`config.mk`:
```
export PLATFORM = sky130hd
export DESIGN_NAME = z80_bus_bridge_flat
export DESIGN_NICKNAME = d
export VERILOG_FILES = /design/src/rtl/z80_bus_bridge_if.sv /design/src/rtl/z80_bus_bridge.sv /design/src/flat_wrapper.sv
export SDC_FILE = /design/constraint.sdc
export NUM_CORES = 1
export LEC_CHECK = 0
export BUFFER_PORTS_ARGS = -buffer_cell sky130_fd_sc_hd__buf_2
export CAP_MARGIN = 20
export CORE_MARGIN = 5
export CORE_UTILIZATION = 53
export DETAILED_ROUTE_END_ITERATION = 10
export GPL_TIMING_DRIVEN = 0
export PLACE_DENSITY = 0.85
export SYNTH_ARGS = -nofsm -noshare
export SYNTH_HDL_FRONTEND = slang
export SYNTH_SLANG_ARGS = --single-unit
```
`constraint.sdc`:
```
create_clock -name CLK -period 5.1 [get_ports CLK]
set_input_delay 0.255 -clock CLK [delete_from_list [all_inputs] [get_ports CLK]]
set_output_delay 0.255 -clock CLK [all_outputs]
set_load 0.005 [all_outputs]
```
`src/rtl/z80_bus_bridge_if.sv`:
```
// Signal bundle between a Z80-style CPU, the bus bridge and its memory / I/O targets.
// The bridge uses the slave view; a CPU model or bench drives through the master view.
interface z80_bus_bridge_if;
    // CPU side
    logic        M1;
    logic        MREQ;
    logic        IORQ;
    logic        RD;
    logic        WR;
    logic        RFSH;
    logic [15:0] A;
    logic [7:0]  DO;
    logic [7:0]  DI;
    logic        WAIT;

    // Memory request/acknowledge port
    logic        MEM_REQ;
    logic        MEM_WE;
    logic [15:0] MEM_ADDR;
    logic [7:0]  MEM_WDATA;
    logic [7:0]  MEM_RDATA;
    logic        MEM_ACK;

    // I/O request/acknowledge port
    logic        IO_REQ;
    logic        IO_WE;
    logic [7:0]  IO_ADDR;
    logic [7:0]  IO_WDATA;
    logic [7:0]  IO_RDATA;
    logic        IO_ACK;

    // Interrupts and status
    logic        IRQ;
    logic [7:0]  IRQ_VECTOR;
    logic        INT;
    logic        INTA;
    logic        BUS_ERR;

    modport slave (
        input  M1, MREQ, IORQ, RD, WR, RFSH, A, DO,
        output DI, WAIT,
        output MEM_REQ, MEM_WE, MEM_ADDR, MEM_WDATA,
        input  MEM_RDATA, MEM_ACK,
        output IO_REQ, IO_WE, IO_ADDR, IO_WDATA,
        input  IO_RDATA, IO_ACK,
        input  IRQ, IRQ_VECTOR,
        output INT, INTA, BUS_ERR
    );

    modport master (
        output M1, MREQ, IORQ, RD, WR, RFSH, A, DO,
        input  DI, WAIT,
        input  MEM_REQ, MEM_WE, MEM_ADDR, MEM_WDATA,
        output MEM_RDATA, MEM_ACK,
        input  IO_REQ, IO_WE, IO_ADDR, IO_WDATA,
        output IO_RDATA, IO_ACK,
        output IRQ, IRQ_VECTOR,
        input  INT, INTA, BUS_ERR
    );
endinterface

```
`src/rtl/z80_bus_bridge.sv`:
```
// Z80 bus bridge: turns CPU strobes into request/acknowledge cycles on a memory
// port and an I/O port, stalls the CPU with WAIT, and handles IM2 interrupt acknowledge.
module z80_bus_bridge #(
    parameter logic [7:0] TIMEOUT = 8'd255
) (
    input logic             CLK,
    input logic             nRESET,
    z80_bus_bridge_if.slave bus
);

    typedef enum logic [1:0] {
        IDLE     = 2'd0,
        MEM_WAIT = 2'd1,
        IO_WAIT  = 2'd2,
        HOLD     = 2'd3
    } state_t;

    state_t      r_state;
    logic [7:0]  r_cnt;
    logic [7:0]  r_di;
    logic        r_mem_req;
    logic        r_mem_we;
    logic [15:0] r_mem_addr;
    logic [7:0]  r_mem_wdata;
    logic        r_io_req;
    logic        r_io_we;
    logic [7:0]  r_io_addr;
    logic [7:0]  r_io_wdata;
    logic        r_irq_s1;
    logic        r_int;
    logic        r_inta;
    logic        r_bus_err;

    logic        w_intack;
    logic        w_mem_start;
    logic        w_io_start;
    logic        w_timeout;
    logic        w_wait;

    assign w_intack    = bus.M1 & bus.IORQ;
    assign w_mem_start = bus.MREQ & (bus.RD | bus.WR) & ~bus.RFSH;
    assign w_io_start  = bus.IORQ & ~bus.M1 & (bus.RD | bus.WR);
    // Counter starts at 0 on entry, so the request has been up TIMEOUT cycles here.
    assign w_timeout   = (r_cnt == (TIMEOUT - 8'd1));

    // WAIT stalls the CPU in the very cycle the strobe appears; intack never stalls.
    always_comb begin
        w_wait = 1'b0;
        case (r_state)
            IDLE:     w_wait = (w_mem_start | w_io_start) & ~w_intack;
            MEM_WAIT: w_wait = 1'b1;
            IO_WAIT:  w_wait = 1'b1;
            default:  w_wait = 1'b0;
        endcase
    end

    always_ff @(posedge CLK or negedge nRESET) begin
        if (!nRESET) begin
            r_state     <= IDLE;
            r_cnt       <= 8'd0;
            r_di        <= 8'hFF;
            r_mem_req   <= 1'b0;
            r_mem_we    <= 1'b0;
            r_mem_addr  <= 16'd0;
            r_mem_wdata <= 8'd0;
            r_io_req    <= 1'b0;
            r_io_we     <= 1'b0;
            r_io_addr   <= 8'd0;
            r_io_wdata  <= 8'd0;
            r_irq_s1    <= 1'b0;
            r_int       <= 1'b0;
            r_inta      <= 1'b0;
            r_bus_err   <= 1'b0;
        end else begin
            r_irq_s1 <= bus.IRQ;
            r_int    <= r_irq_s1;
            r_inta   <= 1'b0;

            case (r_state)
                IDLE: begin
                    if (w_intack) begin
                        r_di    <= bus.IRQ_VECTOR;
                        r_inta  <= 1'b1;
                        r_state <= HOLD;
                    end else if (w_mem_start) begin
                        r_mem_addr  <= bus.A;
                        r_mem_wdata <= bus.DO;
                        r_mem_we    <= bus.WR;
                        r_mem_req   <= 1'b1;
                        r_cnt       <= 8'd0;
                        r_state     <= MEM_WAIT;
                    end else if (w_io_start) begin
                        r_io_addr  <= bus.A[7:0];
                        r_io_wdata <= bus.DO;
                        r_io_we    <= bus.WR;
                        r_io_req   <= 1'b1;
                        r_cnt      <= 8'd0;
                        r_state    <= IO_WAIT;
                    end
                end

                MEM_WAIT: begin
                    if (bus.MEM_ACK) begin
                        r_mem_req <= 1'b0;
                        if (!r_mem_we) r_di <= bus.MEM_RDATA;
                        r_state   <= HOLD;
                    end else if (w_timeout) begin
                        r_mem_req <= 1'b0;
                        if (!r_mem_we) r_di <= 8'hFF;
                        r_bus_err <= 1'b1;
                        r_state   <= HOLD;
                    end else begin
                        r_cnt <= r_cnt + 8'd1;
                    end
                end

                IO_WAIT: begin
                    if (bus.IO_ACK) begin
                        r_io_req <= 1'b0;
                        if (!r_io_we) r_di <= bus.IO_RDATA;
                        r_state  <= HOLD;
                    end else if (w_timeout) begin
                        r_io_req  <= 1'b0;
                        if (!r_io_we) r_di <= 8'hFF;
                        r_bus_err <= 1'b1;
                        r_state   <= HOLD;
                    end else begin
                        r_cnt <= r_cnt + 8'd1;
                    end
                end

                // Wait for the CPU to release its strobes so one bus cycle maps to one request.
                HOLD: begin
                    if (!bus.MREQ && !bus.IORQ) r_state <= IDLE;
                end

                default: r_state <= IDLE;
            endcase
        end
    end

    assign bus.DI        = r_di;
    assign bus.WAIT      = w_wait;
    assign bus.MEM_REQ   = r_mem_req;
    assign bus.MEM_WE    = r_mem_we;
    assign bus.MEM_ADDR  = r_mem_addr;
    assign bus.MEM_WDATA = r_mem_wdata;
    assign bus.IO_REQ    = r_io_req;
    assign bus.IO_WE     = r_io_we;
    assign bus.IO_ADDR   = r_io_addr;
    assign bus.IO_WDATA  = r_io_wdata;
    assign bus.INT       = r_int;
    assign bus.INTA      = r_inta;
    assign bus.BUS_ERR   = r_bus_err;

endmodule

```
`src/flat_wrapper.sv`:
```
// flat-port wrapper written by rule: the top's interface ports become plain ports
module z80_bus_bridge_flat 
#(
    parameter logic [7:0] TIMEOUT = 8'd255
)
  (CLK, nRESET, bus_M1, bus_MREQ, bus_IORQ, bus_RD, bus_WR, bus_RFSH, bus_A, bus_DO, bus_DI, bus_WAIT, bus_MEM_REQ, bus_MEM_WE, bus_MEM_ADDR, bus_MEM_WDATA, bus_MEM_RDATA, bus_MEM_ACK, bus_IO_REQ, bus_IO_WE, bus_IO_ADDR, bus_IO_WDATA, bus_IO_RDATA, bus_IO_ACK, bus_IRQ, bus_IRQ_VECTOR, bus_INT, bus_INTA, bus_BUS_ERR);
  z80_bus_bridge_if bus_i ();
  input logic CLK;
  input logic nRESET;
  input wire logic [$bits(bus_i.M1)-1:0] bus_M1;
  input wire logic [$bits(bus_i.MREQ)-1:0] bus_MREQ;
  input wire logic [$bits(bus_i.IORQ)-1:0] bus_IORQ;
  input wire logic [$bits(bus_i.RD)-1:0] bus_RD;
  input wire logic [$bits(bus_i.WR)-1:0] bus_WR;
  input wire logic [$bits(bus_i.RFSH)-1:0] bus_RFSH;
  input wire logic [$bits(bus_i.A)-1:0] bus_A;
  input wire logic [$bits(bus_i.DO)-1:0] bus_DO;
  output wire logic [$bits(bus_i.DI)-1:0] bus_DI;
  output wire logic [$bits(bus_i.WAIT)-1:0] bus_WAIT;
  output wire logic [$bits(bus_i.MEM_REQ)-1:0] bus_MEM_REQ;
  output wire logic [$bits(bus_i.MEM_WE)-1:0] bus_MEM_WE;
  output wire logic [$bits(bus_i.MEM_ADDR)-1:0] bus_MEM_ADDR;
  output wire logic [$bits(bus_i.MEM_WDATA)-1:0] bus_MEM_WDATA;
  input wire logic [$bits(bus_i.MEM_RDATA)-1:0] bus_MEM_RDATA;
  input wire logic [$bits(bus_i.MEM_ACK)-1:0] bus_MEM_ACK;
  output wire logic [$bits(bus_i.IO_REQ)-1:0] bus_IO_REQ;
  output wire logic [$bits(bus_i.IO_WE)-1:0] bus_IO_WE;
  output wire logic [$bits(bus_i.IO_ADDR)-1:0] bus_IO_ADDR;
  output wire logic [$bits(bus_i.IO_WDATA)-1:0] bus_IO_WDATA;
  input wire logic [$bits(bus_i.IO_RDATA)-1:0] bus_IO_RDATA;
  input wire logic [$bits(bus_i.IO_ACK)-1:0] bus_IO_ACK;
  input wire logic [$bits(bus_i.IRQ)-1:0] bus_IRQ;
  input wire logic [$bits(bus_i.IRQ_VECTOR)-1:0] bus_IRQ_VECTOR;
  output wire logic [$bits(bus_i.INT)-1:0] bus_INT;
  output wire logic [$bits(bus_i.INTA)-1:0] bus_INTA;
  output wire logic [$bits(bus_i.BUS_ERR)-1:0] bus_BUS_ERR;
  assign bus_i.M1 = bus_M1;
  assign bus_i.MREQ = bus_MREQ;
  assign bus_i.IORQ = bus_IORQ;
  assign bus_i.RD = bus_RD;
  assign bus_i.WR = bus_WR;
  assign bus_i.RFSH = bus_RFSH;
  assign bus_i.A = bus_A;
  assign bus_i.DO = bus_DO;
  assign bus_DI = bus_i.DI;
  assign bus_WAIT = bus_i.WAIT;
  assign bus_MEM_REQ = bus_i.MEM_REQ;
  assign bus_MEM_WE = bus_i.MEM_WE;
  assign bus_MEM_ADDR = bus_i.MEM_ADDR;
  assign bus_MEM_WDATA = bus_i.MEM_WDATA;
  assign bus_i.MEM_RDATA = bus_MEM_RDATA;
  assign bus_i.MEM_ACK = bus_MEM_ACK;
  assign bus_IO_REQ = bus_i.IO_REQ;
  assign bus_IO_WE = bus_i.IO_WE;
  assign bus_IO_ADDR = bus_i.IO_ADDR;
  assign bus_IO_WDATA = bus_i.IO_WDATA;
  assign bus_i.IO_RDATA = bus_IO_RDATA;
  assign bus_i.IO_ACK = bus_IO_ACK;
  assign bus_i.IRQ = bus_IRQ;
  assign bus_i.IRQ_VECTOR = bus_IRQ_VECTOR;
  assign bus_INT = bus_i.INT;
  assign bus_INTA = bus_i.INTA;
  assign bus_BUS_ERR = bus_i.BUS_ERR;
  z80_bus_bridge #(.TIMEOUT(TIMEOUT)) u_core (.CLK(CLK), .nRESET(nRESET), .bus(bus_i));
endmodule
```
==> results of run 1 <==
==> where the power goes <==
| group | total [mW] | internal (mW) | leakage (nW) | switching, mW |
|---|---|---|---|---|
| Sequential | 0.906 | 0.777 | 0.798 | 0.129 |
| Combinational | 1.08 | 0.517 | 1.01 | 0.568 |
| Clock | 0.433 | 0.226 | 0.0925 | 0.206 |
==> worst paths after layout <==
kind                                      endpoint  cells past startpoint  slack, ps
setup / recovery                          bus_WAIT                      7       2550
hold / removal             u_core.bus.MEM_ADDR[11]                      2        130
setup reg to reg                   u_core.r_cnt[1]                      7       2900
hold reg to reg                     u_core.bus.INT                      0        360
max in group asynchronous          u_core.r_cnt[5]                      3       3960
min in group asynchronous          u_core.r_irq_s1                      2        510
==> stage by stage <==
stage          hold slack (ps)  instance area (um2)  utilization (%)
2_1_floorplan            -40.6                 3070                -
3_3_place_gp               332                 3730             66.9
3_5_place_dp               336                 3750             67.2
4_1_cts                    125                 3960             71.1
5_1_grt                    126                 3960             71.1
6_report                   134                 3960             71.1
==> per-layer routing <==
layer	vias to the layer above	track usage, %	wire length (um)
li1	1197	-	-
met1	1235	27.4	3140
met2	107	38.9	3910
met5	-	0	0
met4	0	9.21	160
met3	18	7.78	744
==> kinds of logic (layout without fill, tap and decap cells) <==
family | Yosys count | in the layout | synth area share, %
and+or+nand+nor | 57 | 57 | 9.67
buffers and inverters | 20 | 153 | 3.22
AOI/OAI and AO/OA | 66 | 66 | 13.9
adders and majority gates | 8 | 8 | 3.26
DFF | 66 | 66 | 54.2
muxes | 43 | 43 | 15.7
==> flip-flops by register name (all words and copies together), names as in the netlist <==
signal                count
u_core.bus.IO_REQ         1
u_core.bus.MEM_REQ        1
u_core.bus.MEM_WDATA      8
u_core.bus.MEM_WE         1
u_core.bus.MEM_ADDR      16
u_core.r_irq_s1           1
u_core.bus.IO_WE          1
u_core.bus.INTA           1
u_core.bus.DI             8
u_core.bus.IO_ADDR        8
u_core.r_state            2
u_core.bus.IO_WDATA       8
u_core.r_cnt              8
u_core.bus.BUS_ERR        1
u_core.bus.INT            1
==> cell type report <==
cell class	count	area, um2
clock buffers	10	128
inverters	8	30.0
repair buffers	117	611
multi-input cells	174	1310
fillers	400	1610
well taps	72	90.1
clock inverters	6	67.6
flip-flops and latches	66	1660
plain buffers	12	68.8
==> layout by cell type, fill, tap and decap left out, drive strengths merged, types with 6 or more instances in the layout <==
cell type    n
nor2         9
dfstp        8
inv          8
dfrtp       58
buf        121
nand2       18
mux2        42
nand3       14
o21ai       35
clkbuf      16
a21oi        6
ha           8
==> repair_timing <==
| item | in CTS | in global routing |
|---|---|---|
| endpoints found under the hold margin | 25 | 0 |
| endpoints found under the setup margin | 0 | 0 |
| hold buffers | 2 | 0 |
==> key figures, run 1 <==
Status
  • Status: finished, final reports clean

Timing
  • RSZ-0062 raised after global routing: false
  • F_max: 391 MHz
  • Worst-Margin Slew: 749 ps
  • Post-route worst setup slack: 2550 ps
  • Slew HR: 50.1%
  • Skew final: 8.04 ps
  • Final Critical Period: 2550 ps
  • Fin. Hold Viols: 0
  • Setup violators final: 0
  • Total negative slack: 0 ps
  • Final Max Tran Viols: 0
  • Period utilisation layout: 50.1%

Floorplanning
  • Initial Util: 55.0%
  • Core Rows: 27
  • Die width: 86.1 um
  • Die Height: 86.1 um
  • Area of the core: 0.00557 mm2
  • Die area: 0.00741 mm2
  • IO Count: 115

Critical path
  • Slowest cell on crit path: dfrtp_1
  • Worst r2r src: u_core.r_state[0]
  • CP delay by family, top: buffers and inverters
  • CP Data Arrival Time: 2300 ps
  • Critical path class: flip-flop to output port
  • Cell chain of the critical path: inv_1 > ha_1 > clkbuf_1 > clkbuf_1 > nor3_1 > nor2_1 > buf_2
  • Crit path max fanout: 10
  • CP startpoint kind: flip-flop
  • Critical path's largest stage delay: 410 ps
  • CP Buf/Inv Count: 4
  • CP most frequent cell: clkbuf_1
  • Worst EP required: 4850 ps
  • Worst Setup SP: u_core.r_state[0]
  • Crit path capture type: output port

Logic synthesis
  • Synthesized cell area: 0.00307 mm2
  • Count leader, synth: dfrtp_1
  • Post-Syn Nets: 327
  • Post-synth EDFFs: 0
  • Mean post-synth cell area: 11.8 um2
  • Most area-consuming cells after synthesis: dfrtp_1, mux2_2, dfstp_2
  • Synth cell count leaders: dfrtp_1, mux2_2, o21ai_0
  • Asr flop ratio synth: 100%
  • Synth warnings: 0
  • Seq/Total Area, Yosys: 54.2%
  • Main synth FF type: dfrtp_1
  • Library cells used by synthesis: 45
  • Cells after Synth: 260
  • Top-area cell type share of the netlist area: 47.3%
  • Register bit total from synthesis: 66
  • Largest area contributor in the netlist: dfrtp_1

Pwr
  • Pleak: 1.90 nW
  • Power Density: 611 mW/mm2
  • VDD IR-drop max: 0.000400 V
  • Total power: 2.42 mW

Routing
  • DRC violations left: 0
  • DRT iter0 DRCs: 139
  • DRT Pass-1 Iters: 4
  • Avg WL per Cell: 17.1 um
  • WL final: 7.96 mm
  • Vias per inst: 5.50
  • Vias: 2557
  • Antenna Nets Post-Route: 0

Clock tree
  • Setup repair bufs after CTS: 0
  • CTS H-tree depth: 3
  • Reg clk slew, reported paths: 80 ps
  • CTS Buf Count: 9
  • TritonCTS clock tree: built
  • Clk sink count: 66
  • Later-pin clock latency in the skew report: 350 ps
  • Cells resized by post-CTS repair: 0
  • Clock Path Buffers: 2
  • Clock Tree Root: clkbuf_8

Hold path
  • Hold path start: bus_A[11]
  • Hold Crit Class: input port to flip-flop

GRT
  • Initial antenna violation count: 0
  • Largest net degree at the start of global routing: 35
  • Number of global-route vias before repair: 2793
  • First-pass GRT wire length: 13.4 mm
  • GR Util All Layers: 23.2%
  • GRT overflow: 0

Placed design
  • GPL Wtd Cong: 0.834
  • I/O Buffers: 114
  • Dpl hpwl: 5.85 mm
  • Cells after DPL: 447
  • Pre-CTS setup slack: 2940 ps

Cells and area
  • # diodes: 0
  • Share of cells above drive strength 1: 48.9%
  • Fin cells: 465
  • Layout net count: 455
  • P&R area growth vs syn: 29.2%

Run
  • Max_cap viols: 0
Power figures use the tool's default switching activity.
==> run 2: changes to the inputs <==
--- a/config.mk
+++ b/config.mk
@@ -8,10 +8,10 @@
 export BUFFER_PORTS_ARGS = -buffer_cell sky130_fd_sc_hd__buf_2
 export CAP_MARGIN = 20
 export CORE_MARGIN = 5
-export CORE_UTILIZATION = 53
+export CORE_UTILIZATION = 49
 export DETAILED_ROUTE_END_ITERATION = 10
 export GPL_TIMING_DRIVEN = 0
-export PLACE_DENSITY = 0.85
+export PLACE_DENSITY = 0.8
 export SYNTH_ARGS = -nofsm -noshare
 export SYNTH_HDL_FRONTEND = slang
 export SYNTH_SLANG_ARGS = --single-unit
==> constraint.sdc (replaced) <==
create_clock -name CLK -period 2.55 [get_ports CLK]
set_input_delay 0.1275 -clock CLK [delete_from_list [all_inputs] [get_ports CLK]]
set_output_delay 0.1275 -clock CLK [all_outputs]
set_load 0.005 [all_outputs]
==> run 2 against run 1 <==
Effect of this change: sequential power rose by 100%; combinational power grew 99%; critical path depth increased by 1; critical endpoint unchanged; largest cell class unchanged; highest routed layer unchanged.
==> key figures, run 2 (synthesis results as in run 1) <==
Timing
  • Skew final: 12.9 ps (+4.86 ps)
  • Worst-Margin Slew: 811 ps (+61.6 ps)
  • Slew HR: 46.0% (-4.1 points)
  • Final Critical Period: 2350 ps
  • Total negative slack: 0 ps (unchanged)
  • RSZ-0062 raised after global routing: false
  • Fin. Hold Viols: 0 (unchanged)
  • Period utilisation layout: 92.3%
  • Final Max Tran Viols: 0 (unchanged)
  • F_max: 425 MHz
  • Setup violators final: 0 (unchanged)

Cells and area
  • Commonest non-fill, non-tap cell in the layout: buf_2
  • Largest register FFs: 16 (unchanged)
  • FF+latch area: 0.00166 mm2 (unchanged)
  • Layout net count: 454 (-0.22%)
  • Multi-input logic area: 0.00131 mm2 (unchanged)
  • Commonest non-fill, non-tap cells in the layout: buf_2, dfrtp_1, mux2_2
  • Post-layout util: 66.6% (-4.4 points)
  • Share of cells above drive strength 1: 49.0% (+0.12 points)
  • # diodes: 0 (unchanged)
  • P&R area growth vs syn: 30.2%
  • Fillers: 480 (+20%)

Critical path
  • Crit path capture type: output port
  • CP startpoint kind: flip-flop
  • Critical path class: flip-flop to output port
  • Crit path max fanout: 10 (unchanged)
  • CP Data Arrival Time: 2230 ps (-70 ps)
  • R2R Setup Slk: 340 ps (-2560 ps)
  • Worst EP required: 2420 ps (-2430 ps)

Routing
  • DRT iter0 DRCs: 142 (+2.2%)
  • Top Layer Used: met4
  • Vias per inst: 5.37 (-2.4%)
  • WL met1: 3.10 mm (-1.5%)
  • WL final: 7.66 mm (-3.7%)
  • Antenna Nets Post-Route: 0 (unchanged)
  • Routed met3 length: 750 um (+0.81%)
  • DRT Pass-1 Iters: 4 (unchanged)
  • Vias: 2507 (-2.0%)
  • Detail Route met2 WL: 3.71 mm (-5.1%)
  • Avg WL per Cell: 16.4 um (-4.1%)
  • DRC violations left: 0 (unchanged)

GRT
  • Largest net degree at the start of global routing: 67 (+91%)
  • GR Util All Layers: 20.6% (-2.7 points)
  • Number of global-route vias before repair: 2542 (-9.0%)
  • GRT overflow: 0 (unchanged)
  • First-pass GRT wire length: 12.4 mm (-7.8%)
  • Initial antenna violation count: 0 (unchanged)

Clock tree
  • Reg clk slew, reported paths: 80 ps (about the same)
  • Clk sink count: 66 (unchanged)
  • Clock Path Buffers: 2 (unchanged)
  • CTS H-tree depth: 3 (unchanged)
  • CTS Buf Count: 9 (unchanged)
  • TritonCTS clock tree: built
  • Clock Tree Root: clkbuf_8
  • Later-pin clock latency in the skew report: 340 ps (about the same)

Pwr
  • VDD IR-drop max: 0.000795 V (+99%)
  • Pleak: 1.93 nW (+1.2%)
  • Power Density: 1250 mW/mm2 (+100%)

Placed design
  • GPL Wtd Cong: 0.850 (+1.9%)
  • I/O Buffers: 114 (unchanged)
  • Dpl hpwl: 5.55 mm (-5.1%)

Hold path
  • Hold Crit Class: input port to flip-flop

Status
  • Status: finished, final reports clean

Floorplanning
  • Die Height: 89.1 um (+3.5%)
  • Die width: 89.1 um (+3.5%)
  • Die area: 0.00794 mm2 (+7.2%)
  • Area of the core: 0.00599 mm2 (+7.5%)
  • IO Count: 115 (unchanged)
  • Initial Util: 51.2% (-3.8 points)
  • Core Rows: 28 (+3.7%)

Run
  • Max_cap viols: 0 (unchanged)
==> run 2: power breakdown <==
part	leakage, nW	internal (mW)	switching [mW]
clock	0.120	0.635	0.386
sequential	0.798	1.55	0.263
combinational	1.01	1.03	1.12
==> run 2: area by class of cell <==
| class | instances | area share, % |
|---|---|---|
| flip-flops and latches | 66 | 41.6 |
| multi-input cells | 174 | 32.7 |
| repair buffers | 116 | 14.9 |
| clock buffers | 13 | 4.23 |
| well taps | 75 | 2.35 |
| plain buffers | 12 | 1.75 |
| clock inverters | 3 | 1.72 |
| inverters | 8 | 0.752 |
==> run 2: routing by layer <==
metal  vias to the layer above  GRT usage [%]
met4                         0           6.50
met1                      1197           25.6
met5                         -              0
li1                       1194              -
met2                       105           33.9
met3                        11           6.91
==> run 2: timing repair <==
action | 4_1_cts | 5_1_grt
hold buffers | 2 | 0
endpoints found under the setup margin | 0 | 1
gates resized for setup | 0 | 2
hold endpoints to repair | 59 | 0
buffers inserted | 0 | 0
==> run 2: per-stage QoR <==
stage	setup slack, ps	power [mW]	hold slack, ps	instance area (um2)	instances
2_1_floorplan	652	3.11	-168	3070	260
3_3_place_gp	441	3.87	236	3730	449
3_5_place_dp	398	3.97	237	3730	449
4_1_cts	116	5.03	1.68	3990	467
5_1_grt	14.8	5.39	9.51	3990	467
6_report	196	4.99	16.0	3990	467
==> run 2: final timing paths <==
path | endpoint | from | depth (start not counted)
max | bus_WAIT | u_core.r_state[0] | 8
min | u_core.bus.MEM_ADDR[9] | bus_A[9] | 2
max reg2reg | u_core.r_cnt[1] | u_core.r_state[0] | 7
min reg2reg | u_core.bus.INT | u_core.r_irq_s1 | 0
max in group asynchronous | u_core.r_cnt[5] | nRESET | 2
min in group asynchronous | u_core.r_state[1] | nRESET | 2
==> run 2: worst max-delay path, stage by stage, from the launching register on <==
cell and delay, ps:
dfrtp_1 420, inv_1 140, ha_1 300, nand2_1 170, nor2_4 300, buf_4 270, nor3_1 70, nor2_1 80
buf_2 130
